File: config.mk
export PLATFORM = sky130hd
export DESIGN_NAME = joybus_tx
export DESIGN_NICKNAME = d
export VERILOG_FILES = /design/src/rtl/joybus_pkg.sv /design/src/rtl/joybus_qtick.sv /design/src/rtl/joybus_tx.sv
export SDC_FILE = /design/constraint.sdc
export NUM_CORES = 1
export LEC_CHECK = 0
export BUFFER_PORTS_ARGS = -buffer_cell sky130_fd_sc_hd__buf_4
export CORE_MARGIN = 1.5
export CORE_UTILIZATION = 45
export DETAILED_ROUTE_END_ITERATION = 6
export PLACE_DENSITY = 0.67
export SYNTH_ARGS = -nofsm -noshare
export SYNTH_HDL_FRONTEND = slang
export SYNTH_SLANG_ARGS = --single-unit
File: constraint.sdc
create_clock -name clk -period 2.4 [get_ports clk]
set_input_delay 0.36 -clock clk [delete_from_list [all_inputs] [get_ports clk]]
set_output_delay 0.36 -clock clk [all_outputs]
set_load 0.1 [all_outputs]
File: src/rtl/joybus_pkg.sv
// Shared JOYBUS definitions: FSM state type, command bytes and quarter-bit timing.
// Used by joybus_tx and joybus_qtick (and by the companion receiver).
package joybus_pkg;

  typedef enum logic [2:0] {
    IDLE,
    BIT_LOW,
    BIT_HIGH,
    STOP_LOW,
    STOP_HIGH
  } jb_tx_state_t;

  localparam logic [7:0] JB_CMD_INFO  = 8'h00;
  localparam logic [7:0] JB_CMD_POLL  = 8'h01;
  localparam logic [7:0] JB_CMD_READ  = 8'h02;
  localparam logic [7:0] JB_CMD_WRITE = 8'h03;
  localparam logic [7:0] JB_CMD_RESET = 8'hFF;

  localparam logic [1:0] Q_BIT0_LOW  = 2'd3;
  localparam logic [1:0] Q_BIT1_LOW  = 2'd1;
  localparam logic [1:0] Q_STOP_LOW  = 2'd1;
  localparam logic [1:0] Q_STOP_HIGH = 2'd2;
  localparam logic [2:0] Q_PER_BIT   = 3'd4;

  function automatic logic [1:0] bit_low_q(input logic b);
    return b ? Q_BIT1_LOW : Q_BIT0_LOW;
  endfunction

  // A data bit always spans four quarters, so the high phase is the remainder.
  function automatic logic [1:0] bit_high_q(input logic b);
    return 2'(Q_PER_BIT - {1'b0, bit_low_q(b)});
  endfunction

endpackage

File: src/rtl/joybus_qtick.sv
// Quarter-bit tick generator: counts 0..CLK_PER_US-1 and pulses tick on the last count.
// Synchronous clear restarts the quarter; shared by the JOYBUS transmitter and receiver.
module joybus_qtick #(
  parameter int unsigned CLK_PER_US = 25
) (
  input  logic clk,
  input  logic rst,
  input  logic clr,
  output logic tick
);

  localparam int unsigned CW = (CLK_PER_US > 1) ? $clog2(CLK_PER_US) : 1;

  logic [CW-1:0] cnt;

  assign tick = (cnt == CW'(CLK_PER_US - 1));

  // NOTE: sequential state is updated with <= only, so every flop samples pre-edge values.
  always_ff @(posedge clk) begin
    if (rst || clr) begin
      cnt <= '0;
    end else if (tick) begin
      cnt <= '0;
    end else begin
      cnt <= cnt + CW'(1);
    end
  end

endmodule

File: src/rtl/joybus_tx.sv
// Console-side JOYBUS transmitter: serializes a 1-3 byte command plus console stop bit.
// Optional macro JOYBUS_TX_RX_HANDOFF_EN adds an rx_start pulse coincident with tx_done.
module joybus_tx
  import joybus_pkg::*;
#(
  parameter int unsigned CLK_PER_US = 25,
  parameter int unsigned MAX_BYTES  = 3
) (
  input  logic                   clk,
  input  logic                   rst,
  input  logic                   tx_start,
  input  logic [8*MAX_BYTES-1:0] tx_data,
  input  logic [1:0]             tx_len,
  output logic                   JB_TX,
  output logic                   tx_busy,
`ifdef JOYBUS_TX_RX_HANDOFF_EN
  output logic                   rx_start,
`endif
  output logic                   tx_done
);

  localparam int unsigned DW  = 8 * MAX_BYTES;
  localparam int unsigned BCW = $clog2(DW + 1);

  jb_tx_state_t   state, state_n;
  logic [DW-1:0]  sreg;
  logic [1:0]     len_q;
  logic [1:0]     qcnt;
  logic [1:0]     q_need;
  logic [BCW-1:0] bit_cnt;
  logic [BCW-1:0] bits_total;
  logic           tick, q_last, last_bit, cur_bit, accept, clr, jb_tx_q;

  assign cur_bit    = sreg[DW-1];
  assign bits_total = BCW'({len_q, 3'b000});
  assign last_bit   = (bit_cnt == bits_total - BCW'(1));
  assign accept     = (state == IDLE) && tx_start && (tx_len != 2'd0);

  // Hold the quarter timer at zero while idle so the first bit gets a full quarter.
  assign clr = (state == IDLE) || (state_n != state);

  joybus_qtick #(.CLK_PER_US(CLK_PER_US)) u_qtick (
    .clk  (clk),
    .rst  (rst),
    .clr  (clr),
    .tick (tick)
  );

  always_comb begin
    // NOTE: defaults first so no path leaves q_need unassigned (no latch).
    q_need = 2'd1;
    case (state)
      BIT_LOW:   q_need = bit_low_q(cur_bit);
      BIT_HIGH:  q_need = bit_high_q(cur_bit);
      STOP_LOW:  q_need = Q_STOP_LOW;
      STOP_HIGH: q_need = Q_STOP_HIGH;
      default:   q_need = 2'd1;
    endcase
  end

  assign q_last = tick && (qcnt == q_need - 2'd1);

  always_comb begin
    state_n = state;
    tx_done = 1'b0;
    case (state)
      IDLE:      if (accept) state_n = BIT_LOW;
      BIT_LOW:   if (q_last) state_n = BIT_HIGH;
      BIT_HIGH:  if (q_last) state_n = last_bit ? STOP_LOW : BIT_LOW;
      STOP_LOW:  if (q_last) state_n = STOP_HIGH;
      STOP_HIGH: begin
        if (q_last) begin
          state_n = IDLE;
          tx_done = 1'b1;
        end
      end
      default:   state_n = IDLE;
    endcase
  end

  always_ff @(posedge clk) begin
    if (rst) begin
      state   <= IDLE;
      sreg    <= '0;
      len_q   <= '0;
      qcnt    <= '0;
      bit_cnt <= '0;
      jb_tx_q <= 1'b1;
    end else begin
      state   <= state_n;
      // Line level is decided from the next state so JB_TX is a clean flop output.
      jb_tx_q <= !((state_n == BIT_LOW) || (state_n == STOP_LOW));

      if (state_n != state) begin
        qcnt <= '0;
      end else if (tick && (state != IDLE)) begin
        qcnt <= qcnt + 2'd1;
      end

      if (accept) begin
        sreg    <= tx_data;
        len_q   <= tx_len;
        bit_cnt <= '0;
      end else if ((state == BIT_HIGH) && q_last && !last_bit) begin
        sreg    <= sreg << 1;
        bit_cnt <= bit_cnt + BCW'(1);
      end
    end
  end

  assign JB_TX   = jb_tx_q;
  assign tx_busy = (state != IDLE);

`ifdef JOYBUS_TX_RX_HANDOFF_EN
  assign rx_start = tx_done;
`endif

endmodule

==> results by group <==
Status
  – Status: completed

Timing
  – RSZ-0062 raised after global routing: false
  – Setup TNS: 0 ns
  – Final setup vio count: 0
  – Tmin final: 2.323 ns
  – Final Hold Vio Count: 0
  – Pins Over Slew Limit: 0
  – Max-Slew Margin vs Limit: 71.14%
  – Final period utilization: 96.77%
  – Worst-margin pin slew: 0.4310 ns
  – Worst Skew: 0.008521 ns
  – Fmax: 430.6 MHz

GRT
  – Global-route track usage on met2: 30.91%
  – First-pass GRT wire length: 8073 um
  – Largest net degree at the start of global routing: 29
  – Number of global-route vias before repair: 1,781
  – Global routing usage on met1: 25.91%
  – Gr ovfl total: 0
  – Initial antenna violation count: 0
  – Gr usage total: 19.27%
  – GRT Max-Usage Layer: met2
  – M3 GR Usage: 4.144%

Detailed routing
  – Via count: 1,862
  – DRC violations left: 0
  – Wirelength, routed: 4750 um
  – Antenna-violating nets left: 0
  – Wirelength per Cell: 14.18 um
  – Vias per cell: 5.558
  – DR iter-0 viols: 139
  – DRT Pass-1 Iters: 4

Pwr
  – Ratio of total power to cell area: 504.5 nW/um^2
  – Peak supply drop: 0.0004593 V
  – Pwr Total: 1.342 mW
  – P_leak: 1.099 nW

Die
  – Initial Util: 46.75%
  – Die Y: 73.06 um
  – Die footprint: 5337 sq um
  – Core ar.: 4723 sq um
  – I/O pins: 32
  – Core Rows: 25
  – Die width: 73.06 um

Hold path
  – HP Start: tx_data[0]
  – Hold Path Class: in -> reg

Critical path
  – Reg2Reg Depth: 9
  – Crit. End Element: output pin
  – Critical path peak fanout: 6
  – End point of the critical path: tx_done
  – R2r setup slk: 0.33 ns
  – CP arrival: 1.96 ns
  – Crit start category: flop
  – RR Endpoint: sreg[1]
  – Critical path class: reg -> out
  – Reg2reg start: u_qtick.cnt[0]
  – Worst endpoint required time: 2.04 ns
  – CP startpoint: state[2]

Yosys
  – Count of different cell masters after synthesis: 49
  – Async SR Flop Fraction: 0%
  – Synth Flop Type: dfxtp_1
  – Syn_nets: 265
  – Seq cells post-synth: 42
  – Cells after synthesis: 233
  – Register area share after synthesis: 38.07%
  – Number of flops mapped to enable cells by yosys: 0
  – Avg Cell Area, Syn: 9.478 sq um
  – Mapped cell area: 2208 sq um
  – Yosys warns: 0

CTS
  – Clock Path Buffers: 2
  – CTS HTree Levels: 2
  – CTS tree: built
  – Num CTS Buffers: 5
  – Clock transition at path regs: 0.08 ns
  – Skew-Pair Late Insertion Delay: 0.29 ns
  – Clock root buffer: clkbuf_8
  – # hold bufs at CTS: 0
  – Clock sinks: 42

Cells and area
  – Synthesis-to-layout area growth: 20.45%
  – Layout cells sized above 1: 27.99%
  – Final #Nets: 300
  – Filler cell count: 435
  – Diode count: 0

Job
  – Max_cap viols: 0

Placement
  – IO buf count: 31
  – RePlAce Congestion: 0.8531
  – Post-detail-place hpwl: 3132 um
==> stage by stage <==
stage | util, % | cell area, sq um | std cells | setup slack (ns) | hold slack [ns]
3_3_place_gp | 53.30 | 2517 | 323 | 0.1854 | 0.4474
5_1_grt | 56.32 | 2660 | 335 | 0.02642 | 0.2535
4_1_cts | 55.28 | 2611 | 331 | 0.005919 | 0.2645
2_1_floorplan | - | 2210 | 233 | 0.2302 | 0.4297
3_5_place_dp | 53.30 | 2517 | 323 | 0.1768 | 0.4577
6_report | 56.32 | 2660 | 335 | 0.07748 | 0.2709
==> placed cells by master (no fill, tap or decap), types with 6 or more instances in the layout <==
cell type / n
buf_4: 42
dfxtp_1: 38
a221o_1: 23
and2_1: 22
nor2_1: 16
nand2_1: 15
a21boi_1: 13
a21oi_1: 9
o21ai_0: 7
nand3_1: 6
a21boi_0: 6
==> synth_stat cells, types with 4 or more instances <==
cell / number / share of area [%]
a221o_1: 23 / 10
inv_1: 5 / 0.85
and2_1: 23 / 6.5
nor3_1: 4 / 0.91
buf_2: 6 / 1.4
a21boi_0: 6 / 2.0
nor2_1: 16 / 2.7
a21oi_1: 9 / 2.0
nand3_1: 6 / 1.4
o21ai_0: 7 / 1.6
clkbuf_1: 6 / 1.0
nand2_1: 15 / 2.5
dfxtp_1: 42 / 38
a21boi_1: 13 / 4.4
==> sequential cells by signal (all words and copies together), names as in the netlist <==
signal       count
JB_TX            1
bit_cnt          5
len_q            2
qcnt             2
sreg            24
state            3
u_qtick.cnt      5
==> repair_timing <==
| item | CTS | global route |
|---|---|---|
| setup endpoints to repair | 1 | 1 |
| resized for setup | 4 | 5 |
| pin swaps | 1 | 2 |
| setup buffers | 1 | 4 |
==> report_power, final <==
part / switching, mW / internal (mW) / leakage (nW)
registers: 0.0128 / 0.727 / 0.345
clock network: 0.234 / 0.195 / 0.0438
logic: 0.0888 / 0.0841 / 0.711
total: 0.336 / 1.01 / 1.10
==> area by class of cell <==
cell class                      instances  area (sq um)  share of cell area, %
Clock buffer                            5         68.82                  2.587
Clock inverter                          2         10.01                 0.3763
Inverter                                5         18.77                 0.7056
Multi-Input combinational cell        169          1255                  47.18
Sequential cell                        42         848.3                  31.89
Tap cell                               67         83.83                  3.151
Timing Repair Buffer                   45         375.4                  14.11
==> how the worst min path moves through the flow <==
stage                     end  slack (ns)  cells after the start
2_1_floorplan  u_qtick.cnt[0]        0.43                      1
3_3_place_gp   u_qtick.cnt[0]        0.45                      1
3_5_place_dp          sreg[0]        0.46                      2
4_1_cts               sreg[0]        0.26                      2
5_1_grt               sreg[0]        0.25                      2
6_report              sreg[0]        0.27                      2
==> critical path, stage by stage (launching register included) <==
cell,delay [ns]
dfxtp_4,0.37
buf_4,0.16
nor4b_4,0.34
buf_4,0.18
nor4_4,0.04
o21ba_4,0.21
and2_2,0.20
buf_12,0.16
==> metal layers <==
| metal | up-vias | part of all wire (%) | wire length (um) |
|---|---|---|---|
| met5 | - | 0 | 0 |
| met4 | 0 | 1.0 | 49 |
| met3 | 7 | 4.2 | 199 |
| met2 | 36 | 46 | 2167 |
| met1 | 881 | 49 | 2334 |
| li1 | 938 | - | - |
==> logic make-up after synthesis <==
kind of cell | after synthesis | synth area share, %
adder cells (fa/ha/maj) | 3 | 1.700
XOR/XNOR | 6 | 2.380
flip-flops | 42 | 38.07
multiplexers | 2 | 0.9632
AO/OA/AOI/OAI | 75 | 27.99
buffers and inverters | 22 | 5.439
AND/OR/NAND/NOR | 83 | 23.46
Note: power is estimated with default switching activity, not from simulation.
